==> config.mk <==
export PLATFORM = sky130hd
export DESIGN_NAME = galois_reg
export DESIGN_NICKNAME = d
export VERILOG_FILES = /design/src/rtl/test_harness_pkg.sv /design/src/rtl/galois_reg.sv
export SDC_FILE = /design/constraint.sdc
export NUM_CORES = 1
export LEC_CHECK = 0
export BUFFER_PORTS_ARGS = -buffer_cell sky130_fd_sc_hd__buf_2
export CAP_MARGIN = 20
export CORE_AREA = 2 2 58 70
export CTS_CLUSTER_SIZE = 30
export DETAILED_ROUTE_END_ITERATION = 10
export DIE_AREA = 0 0 60 72
export GPL_TIMING_DRIVEN = 1
export PLACE_DENSITY = 0.76
export SYNTH_ARGS = -nofsm -noshare
export SYNTH_HDL_FRONTEND = slang
export SYNTH_SLANG_ARGS = --single-unit
==> constraint.sdc <==
create_clock -name clk -period 1.6 [get_ports clk]
set_input_delay 0.16 -clock clk [delete_from_list [all_inputs] [get_ports clk]]
set_output_delay 0.16 -clock clk [all_outputs]
set_load 0.05 [all_outputs]
==> src/rtl/test_harness_pkg.sv <==
// rtl/test_harness_pkg.sv - shared FSM type and Galois helpers for the registered test harness
package test_harness_pkg;

    typedef enum logic [1:0] {
        ST_IDLE  = 2'd0,
        ST_RUN   = 2'd1,
        ST_DRAIN = 2'd2,
        ST_DONE  = 2'd3
    } state_t;

    localparam int MAX_WIDTH = 64;

    // Computed at full width; callers truncate back to their own WIDTH.
    function automatic logic [MAX_WIDTH-1:0] galois_step(
        input logic [MAX_WIDTH-1:0] s,
        input logic [MAX_WIDTH-1:0] poly
    );
        return (s >> 1) ^ (s[0] ? poly : '0);
    endfunction

    function automatic int total_lat(input int in_stages, input int dut_lat, input int out_stages);
        return in_stages + dut_lat + out_stages;
    endfunction

endpackage

==> src/rtl/galois_reg.sv <==
// rtl/galois_reg.sv - Galois shift register with seed load, clear and xor-in; serves as LFSR or MISR
module galois_reg
    import test_harness_pkg::*;
#(
    parameter int               WIDTH = 32,
    parameter logic [WIDTH-1:0] POLY  = WIDTH'(32'hB4BCD35C),
    parameter logic [WIDTH-1:0] SEED  = WIDTH'(1)
) (
    input  logic             clk,
    input  logic             rst,
    input  logic             en,
    input  logic             load_seed,
    input  logic             clear,
    input  logic [WIDTH-1:0] data,
    output logic [WIDTH-1:0] q
);

    logic [WIDTH-1:0] step;

    assign step = WIDTH'(galois_step(MAX_WIDTH'(q), MAX_WIDTH'(POLY)));

    always_ff @(posedge clk) begin
        if (rst || load_seed) begin
            q <= SEED;
        end else if (clear) begin
            q <= '0;
        end else if (en) begin
            q <= step ^ data;
        end
    end

endmodule

# ---- Word-level counts from Yosys, hierarchy flattened
# Cells that the tools add are included.
dict set report totals {
  regBits 32
  elab_cells 10
  inputBits 37
}
dict set report op_classes {
  n_mux 3
  n_reduce_logical 3
  n_bitwise 2
}
# cell n
set op_table {}
lappend op_table {{$mux 32} 1}
lappend op_table {{$xor 31x32->32} 1}
lappend op_table {{$xor 32x32->32} 1}
lappend op_table {{$mux 1} 2}
lappend op_table {{$reduce_bool 2->1} 1}
lappend op_table {{$reduce_or 2->1} 1}
lappend op_table {{$logic_or 1x1->1} 1}

# ---- Longest topological paths before layout
# Gate-level depths: netlist of run 1.
dict set report logic_depth {
  ltp_word 5
  depth_mapped 6
  ltp_nobuf 3
}

# ---- Worst setup path before layout of run 1
# OpenSTA, ideal clock, no wires.
dict set report synth_path {
  kind {register to register}
  start {register q[0]}
  end {register q[20]}
  period_less_slack_ns 1.547
  n_path_buf 2
  arrival_time_ns 1.429
  setup_ns 0.118
  required_ns 1.482
  path_stages_with_launch 6
  setup_slack_ns 0.053
  path_cell_list {dfxtp_1 buf_4 and2b_2 buf_4 mux2i_1 a21oi_1}
}
dict set report synth_via {
  elab_chain_len 3
}
# item line
set synth_lines {}
lappend synth_lines {{start: declaration} galois_reg.sv:15} ;# output logic [WIDTH-1:0] q
lappend synth_lines {{start signal: assignment} galois_reg.sv:28} ;# q <= step ^ data;
lappend synth_lines {{$mux 32} test_harness_pkg.sv:18} ;# return (s >> 1) ^ (s[0] ? poly : '0);
lappend synth_lines {{$xor 31x32->32} test_harness_pkg.sv:18}
lappend synth_lines {{$xor 32x32->32} galois_reg.sv:28}
# No other way between the ends.
# A chain may end at the register's enable or synchronous reset.

# ---- Worst setup path after layout of run 1
dict set report layout_path {
  start {register q[0]}
  end {output port q[0]}
}
# No word-level cell between the ends.

==> results.md, run 1 <==
Routing:
- The detailed-route via count is 1309.
- The final antenna-violating net count is 0.
- The iteration-0 DRC count of the detailed router is 29.
- The average routed wire per standard cell is between 10 and 15 microns.
- Summed over all layers, the routed wires come to roughly 3300 microns.
- In the routed layout, each cell is associated on average with a via count of around 4.7.
- The first-pass iteration count of the detailed router is 4.
- For this run, design rule violations remaining after detail routing come to 0.

Critical path:
- In this run the worst path has a maximum fanout of 7.
- The category of the worst setup path capture point is an output pin.
- The classification of the worst setup path is flop to output pin.
- The data arrival time of the critical path is between 1 and 1.5 ns.
- STA puts the critical path data required time at approximately 1.4 ns.
- The number of buffers and inverters on the critical path is 1.
- The signal on the critical path passes through buf_2.
- The nature of the critical path startpoint is a flop.
- Grouping stages by cell kind, the critical path spends the most delay in flip-flops.
- The slowest cell on the critical path is dfxtp_1.
- The peak per-stage delay on the critical path is roughly 0.46 ns.

Die:
- The die covers ~4300 sq um.
- From left edge to right edge, the die measures around 60 microns.
- The y dimension of the die is 72 microns.
- After floorplanning, the core was sized to cover roughly 3600 sq um.
- After floorplanning, the core was divided into 24 placement rows.
- The count of pins on the block boundary is between 60 and 70.
- The starting density of the core is between 40 and 50%.

Placed design:
- At the end of routability-driven placement, the weighted congestion stood at 0.722.
- The count of buffers from port buffering is between 60 and 70.
- The HPWL after detailed placement is 2430 microns.

Layout:
- The flip-flop count of the largest register after layout is 32.
- The largest registers in the layout are q: 32 flops.
- Registers take approximately 640 sq um.
- The register with the highest flop count is q.
- The number of inserted diodes is 0.
- After filler insertion, the fill cell instance count of the layout stands at 340.
- In the final layout, the share of cells above drive strength 1 is a little over two fifths.
- The footprint of the multi-input gates is about 920 sq um.
- Compared with the post-synthesis result, the final layout area differs by 27.0%.
- For this run, the post-layout net count is between 200 and 300.

Job:
- The max-capacitance violation count is 0.

Logic synthesis:
- The post-synthesis cell type with the largest combined area is dfxtp_1.
- The number of warnings reported in the yosys synthesis log is 0.
- The unique cell type count in the Yosys netlist is 17.
- The post-synth design cell area is between 1500 and 2000 sq um.
- The total nets after synthesis is 197.
- The synthesized instance count is 160.
- Of the synthesized area, sequential elements account for between 30% and 40%.
- After synthesis, the mean cell area works out to just over 10 sq um.
- The share of the synthesized area in the top cell type is approximately two fifths.
- Ranked by total cell area, the synthesized netlist is headed by dfxtp_1, xnor2_1, mux2i_1.
- After synthesis the netlist holds a flip-flop and latch count of 32.

Pwr:
- For this design the ratio of total power to cell area is roughly 860 nW/um^2.
- The largest vdd supply drop is around 0.00048 V.
- For this design the static power due to leakage is 0.922 nW.

Clock network:
- After clock tree synthesis, the clock-pin slew on the worst setup and hold paths is ~0.060 ns.
- The cts-stage hold buffer count is 0.
- The tree is rooted in a clkbuf_8.
- The sink count of the clock tree is 32.
- The post-CTS setup buffer count is 0.
- TritonCTS built the clock tree.
- The clock reaches the later pin of the worst-skew pair after 0.28 ns.
- In this run the deepest clock path goes through 2 buffers.
- The number of buffers created by CTS is 5.
- The post-cts gate resize count is 0.
- The total number of H-tree levels is 2.

Timing:
- On the final layout, the worst clock skew is 0.00375 ns.
- Setup violations remaining at the end of the flow were counted as 0.
- For the final routed database, the setup TNS stands at 0 ns.
- The count of pins over their slew limit was 0.
- The peak clock frequency supported by timing is roughly 0.82 GHz.
- The final worst hold slack is just under 0.1 ns.
- In this run the tightest slew margin relative to its limit is roughly three quarters.
- The measured slew at the worst slew-check pin is approximately 0.40 ns.
- Setup repair after global routing left no endpoint under its margin.
- Dividing the final minimum period by the clock period gives roughly three quarters.
- The final count of hold timing violations is 0.
- Counting I/O delays and the setup requirement, the final critical path takes roughly 1.2 ns.

Global routing:
- The first global-routing pass estimated 5460 microns of wire.
- The routing usage on met1 is between 10% and 20%.
- The global routing met2 resource utilization is 30.1%.
- The most utilized layer in the global route result is met2.
- For this run, the total global-route usage over all layers was measured as about 17%.
- The initial antenna violation count was 0.
- The number of global-route vias before repair was 1257.
- The maximum number of pins on one net before global-route repair is 32.
- Global routing consumed, on the met3 layer, between 5 and 6% of the routing resources.
- The overall overflow remaining after global route is 0.

Status:
- The flow ran to the end, and the final reports show no timing, DRC or antenna violations.

Hold path:
- The path class of the lowest-slack min-delay path is input port to flop.
-- through the flow --
stage | setup slack, ns | utilization (%) | cells | cell area, sq um | power (W)
finish | 0.375 | 57.6 | 280 | 2090 | 0.00180
global route | 0.272 | 57.6 | 280 | 2090 | 0.00189
CTS | 0.359 | 57.6 | 280 | 2090 | 0.00183
detailed placement | 0.387 | 55.1 | 272 | 2000 | 0.00120
global placement | 0.427 | 55.1 | 272 | 2000 | 0.00119
floorplan | 0.0525 | - | 160 | 1650 | 0.00111
-- layer usage --
metal,wire length (microns),share of wire [%]
met5,0,0
met4,77,2.3
met3,151,4.5
met2,1750,52
met1,1360,41
-- layout by cell type (no fill, tap or decap), types with 5 or more instances in the layout --
cell type | netlist | routed
xnor2_1 | 30 | 30
buf_2 | 5 | 68
clkbuf_8 | 0 | 6
a211oi_2 | 13 | 13
a21oi_1 | 15 | 15
nor2_1 | 17 | 17
buf_4 | 3 | 5
mux2i_1 | 17 | 17
dfxtp_1 | 32 | 32
nand2b_1 | 15 | 15
-- layout make-up --
type | count | area share, %
multi-input cells | 115 | 43.8
flip-flops and latches | 32 | 30.6
repair buffers | 73 | 18.0
clock buffers | 6 | 3.94
well taps | 52 | 3.11
clock inverters | 2 | 0.478
-- cells in the mapped netlist --
cell      count
clkbuf_1      1
dfxtp_1      32
buf_4         3
clkbuf_2      1
mux2i_1      17
xnor2_1      30
a211oi_1      2
nor2_1       17
a211oi_2     13
and2b_2       1
a21oi_1      15
buf_6         3
buf_2         5
and2_1        1
xor3_1        2
or3_1         2
nand2b_1     15
-- power by group --
| group | total (W) | switching (W) | internal (W) |
|---|---|---|---|
| logic | 0.000338 | 0.000192 | 0.000146 |
| registers | 0.000837 | 0.0000196 | 0.000817 |
| clock network | 0.000629 | 0.000286 | 0.000342 |
-- worst paths after layout --
check,start,endpoint,slack (ns),cells after the start
worst max-delay path,q[0]$_SDFFE_PP1P_,q[0],0.37,1
worst min register to register,q[15]$_SDFFE_PP0P_,q[15]$_SDFFE_PP0P_,0.49,2
worst max register to register,q[0]$_SDFFE_PP1P_,q[2]$_SDFFE_PP0P_,0.40,3
worst min-delay path,rst,q[0]$_SDFFE_PP1P_,0.1,2
-- cells by family after synthesis --
family                 count (synthesis)  synth area share [%]
multiplexers                          17                  10.3
AO/OA/AOI/OAI                         30                  15.3
XOR/XNOR                              32                  18.8
AND/OR/NAND/NOR                       36                  11.2
flip-flops                            32                  38.8
buffers and inverters                 13                  5.46
No activity file was read; power rests on OpenSTA's default activity.
==> run 2: changes to the inputs <==
- clock period: 1.6 -> 1.2 ns (I/O delays scaled with it)
==> results.md, run 2 (synthesized netlist as in run 1, its figures left out) <==
Status:
- The run finished with clean final reports.

Timing:
- Setup violations remaining at the end of the flow were counted as 0.
- Setup repair after global routing left no endpoint under its margin.
- For the pin with the worst max-slew slack, the measured transition is roughly 0.29 ns.
- Based on the critical path, the design can be clocked at up to 0.920 GHz.
- The final critical path takes up between 90% and 100% of the cycle.
- The count of pins over their slew limit is 0.
- The worst path needs around 1.1 ns of the cycle, external delays included.
- The worst setup skew after layout is 0.00578 ns.
- In this run the tightest slew margin relative to its limit is 80.9%.
- The final count of hold timing violations was 0.
- In the final timing run, aggregate negative setup slack is 0 ns.
- The final worst hold slack is around 0.048 ns.

Placed design:
- Summing all placed instances gives a cell area of 2030 sq um.
- The wire-length estimate of the detail-placed layout is 2540 microns.
- The global placement routability congestion is about 0.75.
- Port buffering added between 60 and 70 buffers.

Critical path:
- Data on the critical path is required at its endpoint by roughly 1.1 ns.
- The data arrival time of the critical path is roughly 0.97 ns.
- The category of the worst setup path capture point is an output pin.
- The worst register-to-register path begins at q[0]$_SDFFE_PP1P_.
- For this design, the slowest cell found on the critical path is dfxtp_1.
- The internal reg-to-reg setup slack is ~0.13 ns.
- The worst reg-to-reg path cell count is 3.
- The peak per-stage delay on the critical path is around 0.40 ns.
- The nature of the critical path startpoint is a flop.
- The critical path goes through buf_2.
- The endpoint of the worst register-to-register path is q[19]$_SDFFE_PP0P_.
- The number of buffers and inverters on the critical path is 1.
- The classification of the worst setup path is flop to output pin.
- The dominant delay contributor by cell family on the critical path is flip-flops.
- The largest fanout on the critical path is 3.

Routing:
- The detailed-route via count is about 1300.
- The pre-antenna-repair detailed-routing pass consisted of 4 iterations.
- The detailed router finished its first iteration with 27 violations.
- After detailed routing, the average wire length per cell comes to approximately 12 microns.
- The final antenna-violating net count is 0.
- The remaining design rule violation count is 0.
- The detailed-route wire length is around 3400 microns.
- The average via count per standard cell is between 4 and 5.

Pwr:
- The static leakage power is between 0.9 and 1 nW.
- Sequential cells burn 47.0% of the power.
- The share of total power dissipated in the clock network is between 30 and 40%.
- In this run, the combinational gates consume between 10% and 20% of the power.
- The largest vdd supply drop is around 0.0010 V.
- The net load switching power is roughly 0.00068 W.
- Power spread over the standard cell area amounts to ~1100 nW/um^2.
- The final total power is about 0.0024 W.
- Internal power comes to ~0.0017 W.
- Net switching is approximately 29% of the power.

Die:
- The count of standard-cell rows is 24.
- The count of pins on the block boundary is 69.
- The starting density of the core is 45.4%.
- The die covers approximately 4300 sq um.
- The y dimension of the die is around 70 microns.
- From left edge to right edge, the die measures ~60 microns.
- The core region is approximately 3600 sq um.

Clock network:
- Clock tree synthesis selected as its root buffer the cell clkbuf_8.
- The number of buffers created by CTS is 5.
- The total number of H-tree levels is 2.
- The TritonCTS clock tree is built.
- Clock-pin slew was measured on the worst setup and hold paths at about 0.070 ns.
- The longest clock path from root to sink contains 2 buffers.
- The cts-stage hold buffer count is 0.
- The clock latency of the later-clocked register in the worst-skew pair is roughly 0.28 ns.
- For this design, the sink count on the clock tree is 32.

Layout:
- After routing the design area is roughly 2100 sq um.
- The post-route netlist has a little under half of its cells at a drive strength greater than 1.
- The repair_antennas step left the layout with diodes totalling 0.
- For this run, the post-layout net count is between 200 and 300.
- The area growth from synthesis to layout is 28.4%.
- The library cell used most frequently in the layout, excluding fill and tap cells, is buf_2.
- The largest registers in the layout are q: 32 flops.
- q holds more flip-flops than any other register.
- The flip-flop count of the largest register after layout is 32.
- The top cell types in the final layout, fill and taps aside, are buf_2, xnor2_1, dfxtp_1, mux2i_1, nor2_1.

Hold path:
- The worst hold path cell count is 2.
- The path class of the tightest hold or removal check is input port to flop.
- The worst hold path terminates at q[0]$_SDFFE_PP1P_.
- In this run the most critical hold path is launched from rst.

Global routing:
- The global-route usage over all layers is 17.1%.
- The initial antenna violation count is 0.
- The overall overflow remaining after global route is 0.
- Entering global routing, the biggest net connects 22 pins.
- The wire length of the first global-routing pass is 5660 microns.
- The number of global-route vias before repair is approximately 1300.

Job:
- The max-capacitance violation count is 0.
run 2: cell type report:
type                       instances  area [sq um]
clock buffer                       5          68.8
tap                               52          65.1
timing repair buffer              74           385
fill                             345          1520
sequential                        32           658
clock inverter                     3          18.8
multi-input combinational        115           921
run 2: worst max-delay path by stage:
stage,depth (start not counted),slack [ns],start,endpoint
global placement,3,-0.02,q[0]$_SDFFE_PP1P_,q[19]$_SDFFE_PP0P_
CTS,3,0.07,q[0]$_SDFFE_PP1P_,q[19]$_SDFFE_PP0P_
detailed placement,3,-0.07,q[0]$_SDFFE_PP1P_,q[19]$_SDFFE_PP0P_
finish,1,0.11,q[2]$_SDFFE_PP0P_,q[2]
global route,3,0.02,q[0]$_SDFFE_PP1P_,q[19]$_SDFFE_PP0P_
floorplan,5,-0.04,q[0]$_SDFFE_PP1P_,q[20]$_SDFFE_PP0P_
run 2: per-layer routing:
layer | track usage [%] | vias to the layer above | part of all wire [%]
met2 | 31.0 | 37 | 54
li1 | - | 670 | -
met5 | 0 | - | 0
met3 | 4.28 | 5 | 4.5
met1 | 18.7 | 610 | 41
met4 | 5.93 | 0 | 1.2
run 2: metrics by stage:
stage	std cells	utilization (%)	worst slack, ns
6_report	281	58.3	0.113
5_1_grt	281	58.3	0.0203
4_1_cts	281	58.2	0.0722
3_5_place_dp	273	55.8	-0.0735
3_3_place_gp	273	55.8	-0.0168
2_1_floorplan	160	-	-0.0388
run 2: power groups by stage:
| stage | clock network (W) | registers (W) | logic, W |
|---|---|---|---|
| 2_1_floorplan | 0 | 0.00123 | 0.000250 |
| 3_3_place_gp | 0 | 0.00114 | 0.000452 |
| 3_5_place_dp | 0 | 0.00114 | 0.000457 |
| 4_1_cts | 0.000818 | 0.00111 | 0.000460 |
| 5_1_grt | 0.000880 | 0.00112 | 0.000494 |
| 6_report | 0.000801 | 0.00111 | 0.000455 |
run 2: what timing repair did:
item,in CTS,in global routing
setup buffers,0,0
resized for setup,1,1
endpoints found under the setup margin,15,1
